File: src/rtl/drbe_seq_pkg.sv
// Shared definitions for the DRBE boot sequencer: state encoding, default
// phase durations, and small state-classification helpers.
package drbe_seq_pkg;

    // Encoding follows bring-up order; IDLE must stay 4'h0.
    typedef enum logic [3:0] {
        StIdle      = 4'h0,
        StInit      = 4'h1,
        StSrst      = 4'h2,
        StGap0      = 4'h3,
        StLoad      = 4'h4,
        StGap1      = 4'h5,
        StBootUp    = 4'h6,
        StBootDrain = 4'h7,
        StParse     = 4'h8,
        StTblUp     = 4'h9,
        StTblUpd    = 4'hA,
        StSettle    = 4'hB,
        StStart     = 4'hC,
        StRun       = 4'hD
    } drbe_state_e;

    localparam int unsigned DEF_CNT_WIDTH      = 11;
    localparam int unsigned DEF_INIT_CYCLES    = 1050;  // N_sample sweep plus margin
    localparam int unsigned DEF_SRST_CYCLES    = 3;
    localparam int unsigned DEF_UPLOAD1_CYCLES = 20;
    localparam int unsigned DEF_UPLOAD2_CYCLES = 26;
    localparam int unsigned DEF_GAP_CYCLES     = 6;
    localparam int unsigned DEF_PARSE_CYCLES   = 38;
    localparam int unsigned DEF_SETTLE_CYCLES  = 85;

    // busy drops as soon as START is reached so it falls with the start pulse.
    function automatic logic seq_is_busy(drbe_state_e s);
        return !(s inside {StIdle, StStart, StRun});
    endfunction

    // table_parse is held from PARSE through RUN, including rescen loops.
    function automatic logic seq_table_parse(drbe_state_e s);
        return s inside {StParse, StTblUp, StTblUpd, StSettle, StStart, StRun};
    endfunction

endpackage

File: src/rtl/drbe_phase_timer.sv
// Loadable down-counter that times each sequencer phase; o_zero marks the
// final cycle of the current phase.
module drbe_phase_timer #(
    parameter int unsigned CNT_WIDTH = 11
) (
    input  logic                 i_clk,
    input  logic                 i_reset,
    input  logic                 i_load,
    input  logic [CNT_WIDTH-1:0] i_load_val,
    output logic                 o_zero
);

    logic [CNT_WIDTH-1:0] r_cnt;

    // Load on phase entry, otherwise count down and park at zero.
    always_ff @(posedge i_clk) begin
        if (i_reset) begin
            r_cnt <= '0;
        end else if (i_load) begin
            r_cnt <= i_load_val;
        end else if (r_cnt != '0) begin
            r_cnt <= r_cnt - CNT_WIDTH'(1);
        end
    end

    assign o_zero = (r_cnt == '0);

endmodule

File: src/rtl/drbe_boot_sequencer.sv
// DRBE local-controller bring-up / scenario-change sequencer.
// Optional feature macro: DRBE_SEQ_SRAM_INIT_EN adds the INIT, SRST and GAP0
// phases (init_sram / soft_reset). Without it, go jumps straight to LOAD.
module drbe_boot_sequencer
    import drbe_seq_pkg::*;
#(
    parameter int unsigned CNT_WIDTH      = DEF_CNT_WIDTH,
    parameter int unsigned INIT_CYCLES    = DEF_INIT_CYCLES,
    parameter int unsigned SRST_CYCLES    = DEF_SRST_CYCLES,
    parameter int unsigned UPLOAD1_CYCLES = DEF_UPLOAD1_CYCLES,
    parameter int unsigned UPLOAD2_CYCLES = DEF_UPLOAD2_CYCLES,
    parameter int unsigned GAP_CYCLES     = DEF_GAP_CYCLES,
    parameter int unsigned PARSE_CYCLES   = DEF_PARSE_CYCLES,
    parameter int unsigned SETTLE_CYCLES  = DEF_SETTLE_CYCLES
) (
    input  logic       CLK,
    input  logic       reset,
    input  logic       go,
    input  logic       rescen,
    input  logic       dft_clk_in,
    output logic       init_sram,
    output logic       soft_reset,
    output logic       load,
    output logic       upload,
    output logic       boot_up,
    output logic       table_parse,
    output logic       boot_up_local,
    output logic       boot_up_table_update,
    output logic       start,
    output logic       write_start,
    output logic       input_valid,
    output logic       glob_scen_noc_input_valid,
    output logic       busy,
    output logic [3:0] state_o
);

    drbe_state_e          r_state;
    drbe_state_e          w_state_next;
    logic [CNT_WIDTH-1:0] w_load_val;
    logic                 w_enter;
    logic                 w_zero;

    logic r_load, r_upload, r_boot_up, r_table_parse, r_boot_up_local;
    logic r_tbl_update, r_start, r_write_start, r_input_valid, r_glob_valid, r_busy;
`ifdef DRBE_SEQ_SRAM_INIT_EN
    logic r_init_sram, r_soft_reset;
`endif

    // Next-state: timed phases advance on the counter's last cycle.
    always_comb begin
        w_state_next = r_state;
        case (r_state)
`ifdef DRBE_SEQ_SRAM_INIT_EN
            StIdle:      if (go) w_state_next = StInit;
            StInit:      if (w_zero) w_state_next = StSrst;
            StSrst:      if (w_zero) w_state_next = StGap0;
            StGap0:      if (w_zero) w_state_next = StLoad;
`else
            StIdle:      if (go) w_state_next = StLoad;
`endif
            StLoad:      if (w_zero) w_state_next = StGap1;
            StGap1:      if (w_zero) w_state_next = StBootUp;
            StBootUp:    if (w_zero) w_state_next = StBootDrain;
            StBootDrain: if (w_zero) w_state_next = StParse;
            StParse:     if (w_zero) w_state_next = StTblUp;
            StTblUp:     if (w_zero) w_state_next = StTblUpd;
            StTblUpd:    if (w_zero) w_state_next = StSettle;
            StSettle:    if (w_zero) w_state_next = StStart;
            StStart:     if (w_zero) w_state_next = StRun;
            StRun:       if (rescen) w_state_next = StTblUp;
            default:     w_state_next = StIdle;
        endcase
    end

    // Phase length minus one for the state being entered.
    always_comb begin
        w_load_val = '0;
        case (w_state_next)
            StInit:      w_load_val = CNT_WIDTH'(INIT_CYCLES - 1);
            StSrst:      w_load_val = CNT_WIDTH'(SRST_CYCLES - 1);
            StGap0,
            StGap1,
            StBootDrain: w_load_val = CNT_WIDTH'(GAP_CYCLES - 1);
            StBootUp:    w_load_val = CNT_WIDTH'(UPLOAD1_CYCLES - 1);
            StParse:     w_load_val = CNT_WIDTH'(PARSE_CYCLES - 1);
            StTblUp:     w_load_val = CNT_WIDTH'(UPLOAD2_CYCLES - 1);
            StSettle:    w_load_val = CNT_WIDTH'(SETTLE_CYCLES - 1);
            default:     w_load_val = '0;
        endcase
    end

    assign w_enter = (w_state_next != r_state);

    drbe_phase_timer #(
        .CNT_WIDTH (CNT_WIDTH)
    ) u_timer (
        .i_clk      (CLK),
        .i_reset    (reset),
        .i_load     (w_enter),
        .i_load_val (w_load_val),
        .o_zero     (w_zero)
    );

    // State register plus Moore outputs decoded from the state being entered,
    // so every strobe changes on the same edge as the state.
    always_ff @(posedge CLK) begin
        if (reset) begin
            r_state         <= StIdle;
            r_load          <= 1'b0;
            r_upload        <= 1'b0;
            r_boot_up       <= 1'b0;
            r_table_parse   <= 1'b0;
            r_boot_up_local <= 1'b0;
            r_tbl_update    <= 1'b0;
            r_start         <= 1'b0;
            r_write_start   <= 1'b0;
            r_input_valid   <= 1'b0;
            r_glob_valid    <= 1'b0;
            r_busy          <= 1'b0;
`ifdef DRBE_SEQ_SRAM_INIT_EN
            r_init_sram     <= 1'b0;
            r_soft_reset    <= 1'b0;
`endif
        end else begin
            r_state         <= w_state_next;
            r_load          <= (w_state_next == StLoad);
            r_upload        <= (w_state_next inside {StBootUp, StTblUp});
            r_boot_up       <= (w_state_next inside {StBootUp, StBootDrain});
            r_table_parse   <= seq_table_parse(w_state_next);
            r_boot_up_local <= (w_state_next == StParse);
            r_tbl_update    <= (w_state_next == StTblUpd);
            r_start         <= (w_state_next == StStart);
            r_write_start   <= r_write_start | (w_state_next == StStart);
            r_busy          <= seq_is_busy(w_state_next);
            // Valid gating uses the current boot_up, hence the one-cycle tail.
            r_input_valid   <= dft_clk_in & r_boot_up;
            r_glob_valid    <= dft_clk_in & ~r_boot_up & (r_state != StIdle);
`ifdef DRBE_SEQ_SRAM_INIT_EN
            r_init_sram     <= (w_state_next == StInit);
            r_soft_reset    <= (w_state_next == StSrst);
`endif
        end
    end

`ifdef DRBE_SEQ_SRAM_INIT_EN
    assign init_sram  = r_init_sram;
    assign soft_reset = r_soft_reset;
`else
    assign init_sram  = 1'b0;
    assign soft_reset = 1'b0;
`endif
    assign load                      = r_load;
    assign upload                    = r_upload;
    assign boot_up                   = r_boot_up;
    assign table_parse               = r_table_parse;
    assign boot_up_local             = r_boot_up_local;
    assign boot_up_table_update      = r_tbl_update;
    assign start                     = r_start;
    assign write_start               = r_write_start;
    assign input_valid               = r_input_valid;
    assign glob_scen_noc_input_valid = r_glob_valid;
    assign busy                      = r_busy;
    assign state_o                   = r_state;

endmodule

File: config.mk
export PLATFORM = sky130hd
export DESIGN_NAME = drbe_boot_sequencer
export DESIGN_NICKNAME = d
export VERILOG_FILES = /design/src/rtl/drbe_seq_pkg.sv /design/src/rtl/drbe_phase_timer.sv /design/src/rtl/drbe_boot_sequencer.sv
export SDC_FILE = /design/constraint.sdc
export NUM_CORES = 1
export LEC_CHECK = 0
export CORE_ASPECT_RATIO = 1.75
export CORE_UTILIZATION = 42
export CTS_BUF_LIST = sky130_fd_sc_hd__clkbuf_4
export DETAILED_ROUTE_END_ITERATION = 10
export DONT_BUFFER_PORTS = 1
export PLACE_DENSITY = 0.55
export SLEW_MARGIN = 25
export SYNTH_ARGS = -nofsm -noshare
export SYNTH_HDL_FRONTEND = slang
export SYNTH_SLANG_ARGS = --single-unit
File: constraint.sdc
create_clock -name CLK -period 3.8 [get_ports CLK]
set_input_delay 0.57 -clock CLK [delete_from_list [all_inputs] [get_ports CLK]]
set_output_delay 0.57 -clock CLK [all_outputs]
set_load 0.03 [all_outputs]
==> metrics.cfg, run 1 <==
[status]
outcome=complete, no violations

[power]
p_per_area_nw_per_um2=794
cellInternalPower_w=0.000641
ir_worst_vdd_uv=373
p_seq_share_pct=33.8
swShare_pct=50.3
finalPower_w=0.00129
pwr-share-clk_pct=9.8
leakage_nw=0.611
comb_power_share_pct=56.4
p_switching_w=0.000648

[job]
drv_cap=0

[clock_network]
h-tree-depth=1
post_cts_buffers=0
cts-root-buf=clkbuf_4
cts_buffers=3
insertion_delay_ns=0.34
clk_path_buf_depth=2
clock_sinks=26
cts.repair.resized=0
cts_tree=done
path_clk_slew_ns=0.14
cts_hold_buffers=0

[placement]
gp_congestion=0.854
io_buffer_count=0
hpwlAfterDp_microns=2980
dp_slack_ns=0.804

[synth]
yosysWarnings=0
ys_ff_latch=26
synth_flop_cell=dfxtp_1
yosys.area.top_type_share_pct=32.9
synthArstFlopShare_pct=0
synth_area_sq_um=1580
syn_area_per_cell_sq_um=8.56
yosysSeqAreaShare_pct=32.9
netlist_instances=185
synth.area.top_cells=dfxtp_1 (33%), a21oi_1 (5.7%), ha_1 (5.5%), nor2_1 (3.8%), nand4_1 (2.8%)
synth.distinct_cells=54
synth_area_leader_cell=dfxtp_1
synth_enable_flop_cells=0

[sta]
skew_ns=0.00676
setup_slack_ns=0.763
finalSetupViolCount=0
tightest_slew_ns=0.837
slew_viol_final=0
finalHoldViolCount=0
rsz0062_at_grt=no
finalCriticalPeriod_ns=3.04
setup_tns_ns=0
whs_ns=0.271
period_share_pct=79.9
max_freq_ghz=0.329
slew_headroom_pct=43.5

[setup_path]
worstReg2RegEnd=u_timer.r_cnt[4]$_SDFFE_PP0P_
critPathMaxFanout=8
cp.required_ns=4.07
reg2reg_slack_ns=0.76
worstSetupEndpointType=flip-flop
start_kind=flip-flop
rr_worst_depth=10
arrival_ns=3.30
critPathKind=flip-flop to flip-flop
reg2reg_from=u_timer.r_cnt[0]$_SDFFE_PP0P_

[hold_path]
min_to=state_o[2]$_SDFF_PP0_
worstHoldStart=reset
min_path_type=input port to flip-flop
hold_path_depth=1

[finish]
final_cell_mix=dfxtp_1 (26), a21oi_1 (18), nor2_1 (16), nand2_1 (10), inv_1 (9)
area_delta_synth_final_pct=2.53
drive_above_1_share_pct=9.44
largest-register=u_timer.r_cnt
antenna_cells=0
final_nets=193
largest_reg_flops=11
final_common_cell=dfxtp_1

[detailed_routing]
drc=0
antenna_left=0
vias=1391
drt_iter0_markers=50
drt-total-wl_microns=3960
avgViaCountPerCell=6.15
wl_per_cell_microns=17.5
first_pass_iters=4

[die]
die-area_sq_um=4030
coreArea_sq_um=3630
rows=29
fp.dieW_microns=48.4
io-pin-count=22
die_y_microns=83.2
start_util_pct=43.6

[global_route]
grt_pass1_wl_microns=6620
overflow=0
grt_usage_pct=21.5
grt_start_max_net_pins=22
grt_pass1_vias=1425
antenna_found_initial=0

## worst max-delay path, cell delays in order, from the launching register on
cell and delay [ns]:
dfxtp_1 0.42, inv_1 0.06, ha_1 0.24, or4b_1 0.43, o31ai_1 0.14, a2111o_1 0.56, inv_1 0.16, ha_1 0.26
nor3b_1 0.32, o211ai_2 0.11, a311oi_2 0.26
## metrics by stage
step	instance area (sq um)	utilization [%]	cells
after global routing	1620	44.7	226
after CTS	1620	44.7	226
after detailed placement	1600	44.0	222
after global placement	1600	44.0	222
final	1620	44.7	226
after floorplan	1590	-	186
## how the worst max path moves through the flow
stage,depth (start not counted),slack (ns),end,start
global route,10,0.51,u_timer.r_cnt[4]$_SDFFE_PP0P_,u_timer.r_cnt[0]$_SDFFE_PP0P_
CTS,10,0.76,u_timer.r_cnt[2]$_SDFFE_PP0P_,u_timer.r_cnt[0]$_SDFFE_PP0P_
finish,10,0.76,u_timer.r_cnt[4]$_SDFFE_PP0P_,u_timer.r_cnt[0]$_SDFFE_PP0P_
detailed placement,10,0.80,u_timer.r_cnt[2]$_SDFFE_PP0P_,u_timer.r_cnt[0]$_SDFFE_PP0P_
floorplan,11,1.12,u_timer.r_cnt[2]$_SDFFE_PP0P_,u_timer.r_cnt[0]$_SDFFE_PP0P_
global placement,8,0.86,u_timer.r_cnt[2]$_SDFFE_PP0P_,state_o[0]$_SDFF_PP0_
## routing by layer
metal | track usage (%) | wire [microns]
met1 | 21.0 | 1400
met2 | 41.2 | 2280
met3 | 3.85 | 169
met5 | 0 | 0
met4 | 11.2 | 107
## area by class of cell
class,count,area [sq um]
sequential,26,520
clock buffer,3,22.5
tap,46,57.6
clock inverter,1,3.75
inverter,9,33.8
timing repair buffer,2,15.0
multi-input combinational,139,970
fill,379,2010
## power by group through the flow
stage / registers (W) / logic [W] / clock network (W)
2_1_floorplan: 0.000407 / 0.000601 / 0
3_3_place_gp: 0.000436 / 0.000719 / 0
3_5_place_dp: 0.000441 / 0.000723 / 0
4_1_cts: 0.000435 / 0.000728 / 0.000130
5_1_grt: 0.000447 / 0.000807 / 0.000141
6_report: 0.000436 / 0.000727 / 0.000126
## cell families (layout without fill, tap and decap cells)
logic type	after synthesis	after routing	share of synthesized area, %
AO/OA/AOI/OAI	52	52	25.1
buffers and inverters	21	15	6.09
AND/OR/NAND/NOR	73	73	27.4
flip-flops	26	26	32.9
XOR/XNOR	5	5	2.77
adder cells (fa/ha/maj)	7	7	5.53
other	1	2	0.237
## Yosys cell counts (2+ instances only)
master	n
dfxtp_1	26
a21oi_1	18
nor2_1	16
nand2_1	10
inv_1	9
clkbuf_1	7
ha_1	7
nand4_1	7
nand3_1	6
nand2b_1	5
nor3_1	5
o31ai_1	4
or3_1	4
xor2_1	4
a21o_1	3
a31oi_1	3
nor4_1	3
a211oi_1	2
buf_2	2
buf_4	2
nand3b_1	2
nor3b_1	2
nor4_4	2
nor4b_1	2
o211ai_1	2
o21ai_0	2
o311a_1	2
o311ai_0	2
Note: power is estimated with default switching activity, not from simulation.
==> run 2: changes to the inputs <==
ABC_AREA = 1   (was unset)
clock period = 2.9 ns   (was 3.8 ns; I/O delays follow)
==> run 2 against run 1 <==
  * Maximum frequency increased by 23%
  * Count of clock-buffer cells in the layout stayed put
  * Die area increased by 1.4%
  * Setup slack got worse by 0.33 ns
  * Utilization rose by 1.3 points
  * Critical path type unchanged
  * Critical endpoint is now u_timer.r_cnt[2]$_SDFFE_PP0P_
  * Largest power group unchanged
==> metrics.cfg, run 2 <==
[setup_path]
reg2reg_from=u_timer.r_cnt[0]$_SDFFE_PP0P_  ; unchanged
cp_common_cell=nand2_1
reg2reg_slack_ns=0.43  ; was 0.76 ns
slowest_stage=dfxtp_1  ; was a2111o_1
start_kind=flip-flop  ; unchanged
cp.required_ns=3.17  ; was 4.07 ns
worstSetupEndpointType=flip-flop  ; unchanged
cp_top_family=simple AND/OR/NAND/NOR gates  ; was compound AO/OA/AOI/OAI gates
arrival_ns=2.74  ; was 3.30 ns
rr_worst_depth=14  ; was 10
worstReg2RegEnd=u_timer.r_cnt[2]$_SDFFE_PP0P_  ; was u_timer.r_cnt[4]$_SDFFE_PP0P_
critPathKind=flip-flop to flip-flop  ; unchanged
slowest_delay_ns=0.33  ; was 0.56 ns
crit_buf_inv=2  ; unchanged
crit_chain=inv_1 > ha_1 > nand3_2 > nor2_4 > nand2_2 > nand2_1 > nand3_1 > inv_1 > ha_1 > nor2_1 > nand2_1 > nand2_1 > nand2_1 > a21oi_1  ; was inv_1 > ha_1 > or4b_1 > o31ai_1 > a2111o_1 > inv_1 > ha_1 > nor3b_1 > o211ai_2 > a311oi_2
critPathMaxFanout=6  ; was 8

[die]
die-area_sq_um=4090  ; was 4030 sq um
rows=29  ; unchanged
io-pin-count=22  ; unchanged
start_util_pct=44.3  ; was 43.6%
die_y_microns=83.8  ; was 83.2 microns
fp.dieW_microns=48.8  ; was 48.4 microns
coreArea_sq_um=3630  ; unchanged

[clock_network]
cts.repair.resized=0  ; unchanged
path_clk_slew_ns=0.14  ; about the same
post_cts_buffers=0  ; unchanged
cts_buffers=3  ; unchanged
cts_hold_buffers=0  ; unchanged
clock_sinks=26  ; unchanged
clk_path_buf_depth=2  ; unchanged
insertion_delay_ns=0.32  ; was 0.34 ns
cts-root-buf=clkbuf_4  ; unchanged
h-tree-depth=1  ; unchanged
cts_tree=done  ; unchanged

[placement]
gp_congestion=0.878  ; was 0.854
hpwlAfterDp_microns=2940  ; was 2980 microns
dp_slack_ns=0.472  ; was 0.804 ns
placedInstanceArea_sq_um=1650  ; was 1600 sq um
io_buffer_count=0  ; unchanged

[finish]
area_delta_synth_final_pct=4.05  ; was 2.53%
fillCellCount=423  ; was 379
antenna_cells=0  ; unchanged
utilization_pct=46.1  ; was 44.7%
final_common_cell=nand2_1  ; was dfxtp_1
final_nets=248  ; was 193
final_cell_mix=nand2_1 (52), nor2_1 (40), dfxtp_1 (26), inv_1 (24), nand3_1 (13)  ; was dfxtp_1 (26), a21oi_1 (18), nor2_1 (16), nand2_1 (10), inv_1 (9)
final_area_sq_um=1670  ; was 1620 sq um
largest-register=u_timer.r_cnt  ; unchanged
largest_reg_flops=11  ; unchanged
drive_above_1_share_pct=15.4  ; was 9.44%

[sta]
skew_ns=0.00463  ; was 0.00676 ns
setup_slack_ns=0.434  ; was 0.763 ns
finalHoldViolCount=0  ; unchanged
setup_tns_ns=0  ; unchanged
max_freq_ghz=0.405  ; was 0.329 GHz
finalCriticalPeriod_ns=2.47  ; was 3.04 ns
slew_headroom_pct=64.9  ; was 43.5%
slew_viol_final=0  ; unchanged
finalSetupViolCount=0  ; unchanged
period_share_pct=85.0  ; was 79.9%
rsz0062_at_grt=no  ; unchanged
tightest_slew_ns=0.526  ; was 0.837 ns

[job]
drv_cap=0  ; unchanged

[detailed_routing]
antenna_left=0  ; unchanged
avgViaCountPerCell=5.05  ; was 6.15
drt_iter0_markers=29  ; was 50
first_pass_iters=4  ; unchanged
drt-total-wl_microns=3680  ; was 3960 microns
wl_per_cell_microns=13.1  ; was 17.5 microns
vias=1413  ; was 1,391
drc=0  ; unchanged

[synth]
syn_area_per_cell_sq_um=6.90  ; was 8.56 sq um
synth_enable_flop_cells=0  ; unchanged
ys_ff_latch=26  ; unchanged
synth_area_sq_um=1610  ; was 1580 sq um
yosysSeqAreaShare_pct=32.4  ; was 32.9%
yosys.area.top_type_share_pct=32.4  ; was 32.9%
synth.area.top_cells=dfxtp_1 (32%), nand2_1 (12%), nor2_1 (9.3%), inv_1 (5.6%), ha_1 (5.5%)  ; was dfxtp_1 (33%), a21oi_1 (5.7%), ha_1 (5.5%), nor2_1 (3.8%), nand4_1 (2.8%)
synth_common_cells=nand2_1 (52), nor2_1 (40), dfxtp_1 (26)  ; was dfxtp_1 (26), a21oi_1 (18), nor2_1 (16)
synth_area_leader_cell=dfxtp_1  ; unchanged
netlist_instances=233  ; was 185
yosysWarnings=0  ; unchanged
synthArstFlopShare_pct=0  ; unchanged
synth_flop_cell=dfxtp_1  ; unchanged
post-synth-top-count-cell=nand2_1  ; was dfxtp_1
synth.distinct_cells=35  ; was 54

[global_route]
antenna_found_initial=0  ; unchanged
top_usage_layer=met2  ; unchanged
grt_start_max_net_pins=19  ; was 22
global_route.usage.met2_pct=36.7  ; was 41.2%
grt_pass1_wl_microns=6120  ; was 6620 microns
grt.met1_usage_pct=19.3  ; was 21.0%
use_met3_pct=2.91  ; was 3.85%
grt_pass1_vias=1436  ; was 1,425
grt_usage_pct=19.5  ; was 21.5%
overflow=0  ; unchanged

[power]
leakage_nw=0.763  ; was 0.611 nW
comb_power_share_pct=56.4  ; about the same
p_seq_share_pct=33.5  ; was 33.8%
p_per_area_nw_per_um2=919  ; was 794 nW/um^2
swShare_pct=50.2  ; was 50.3%
finalPower_w=0.00154  ; was 0.00129 W
ir_worst_vdd_uv=412  ; was 373 uV
pwr-share-clk_pct=10.1  ; was 9.8%
cellInternalPower_w=0.000764  ; was 0.000641 W
p_switching_w=0.000771  ; was 0.000648 W

[hold_path]
min_path_type=input port to flip-flop  ; unchanged
hold_path_depth=1  ; unchanged
min_to=u_timer.r_cnt[6]$_SDFFE_PP0P_  ; was state_o[2]$_SDFF_PP0_
worstHoldStart=reset  ; unchanged

[status]
outcome=complete, no violations  ; unchanged

## run 2: cell types whose count changed after synthesis, moves of 5 or more
cell,previous run,this run
a21oi_1,18,8
nor2_1,16,40
nand2b_1,5,0
inv_2,0,6
nand2_1,10,52
o21ai_0,2,7
inv_1,9,24
nand2_2,0,5
nand3_1,6,13
clkbuf_1,7,1
## run 2: worst register-to-register path: cells and delay by family (launching register included)
kind / cells / cell delay (ns)
buf+inv: 2 / 0.35
compound gates: 1 / 0.11
flops: 1 / 0.33
fa+ha+maj: 2 / 0.49
simple gates: 9 / 1.13
## run 2: layout make-up
class                           instances  area, sq um  area share (%)
Multi-Input combinational cell        172          940            56.2
Sequential cell                        26          520            31.1
Tap cell                               46         57.6            3.44
Clock buffer                            3         22.5            1.35
Timing Repair Buffer                    2         15.0           0.898
Inverter                               31          116            6.96
## run 2: logic make-up after synthesis
logic type | synth area share [%]
buf+inv | 9.34
flops | 32.4
xor+xnor | 1.64
simple gates | 42.8
other cells | 0.233
fa+ha+maj | 5.45
compound gates | 8.18
## run 2: per-stage QoR
step	cells	hold WS (ns)
final	280	0.154
after global routing	280	0.123
after CTS	280	0.139
after detailed placement	277	0.504
after global placement	277	0.503
after floorplan	234	0.558
## run 2: routing by layer
layer / wire (microns) / part of all wire, %
met5: 0 / 0
met4: 121 / 3.3
met3: 110 / 3.0
met2: 2020 / 55
met1: 1420 / 39
## run 2: worst max-delay path by stage
stage / start / to / slack, ns / cells past startpoint
4_1_cts: u_timer.r_cnt[0]$_SDFFE_PP0P_ / u_timer.r_cnt[2]$_SDFFE_PP0P_ / 0.43 / 14
5_1_grt: u_timer.r_cnt[0]$_SDFFE_PP0P_ / u_timer.r_cnt[2]$_SDFFE_PP0P_ / 0.10 / 17
3_3_place_gp: u_timer.r_cnt[0]$_SDFFE_PP0P_ / table_parse$_SDFF_PP0_ / 0.42 / 10
3_5_place_dp: u_timer.r_cnt[0]$_SDFFE_PP0P_ / u_timer.r_cnt[2]$_SDFFE_PP0P_ / 0.47 / 14
6_report: u_timer.r_cnt[0]$_SDFFE_PP0P_ / u_timer.r_cnt[2]$_SDFFE_PP0P_ / 0.43 / 14
2_1_floorplan: state_o[2]$_SDFF_PP0_ / table_parse$_SDFF_PP0_ / 0.80 / 10
## run 2: power groups by stage
stage	combinational [W]	clock, W	sequential (W)
3_5_place_dp	0.000871	0	0.000525
6_report	0.000866	0.000155	0.000514
3_3_place_gp	0.000884	0	0.000526
2_1_floorplan	0.000725	0	0.000512
5_1_grt	0.000983	0.000177	0.000525
4_1_cts	0.000876	0.000164	0.000517
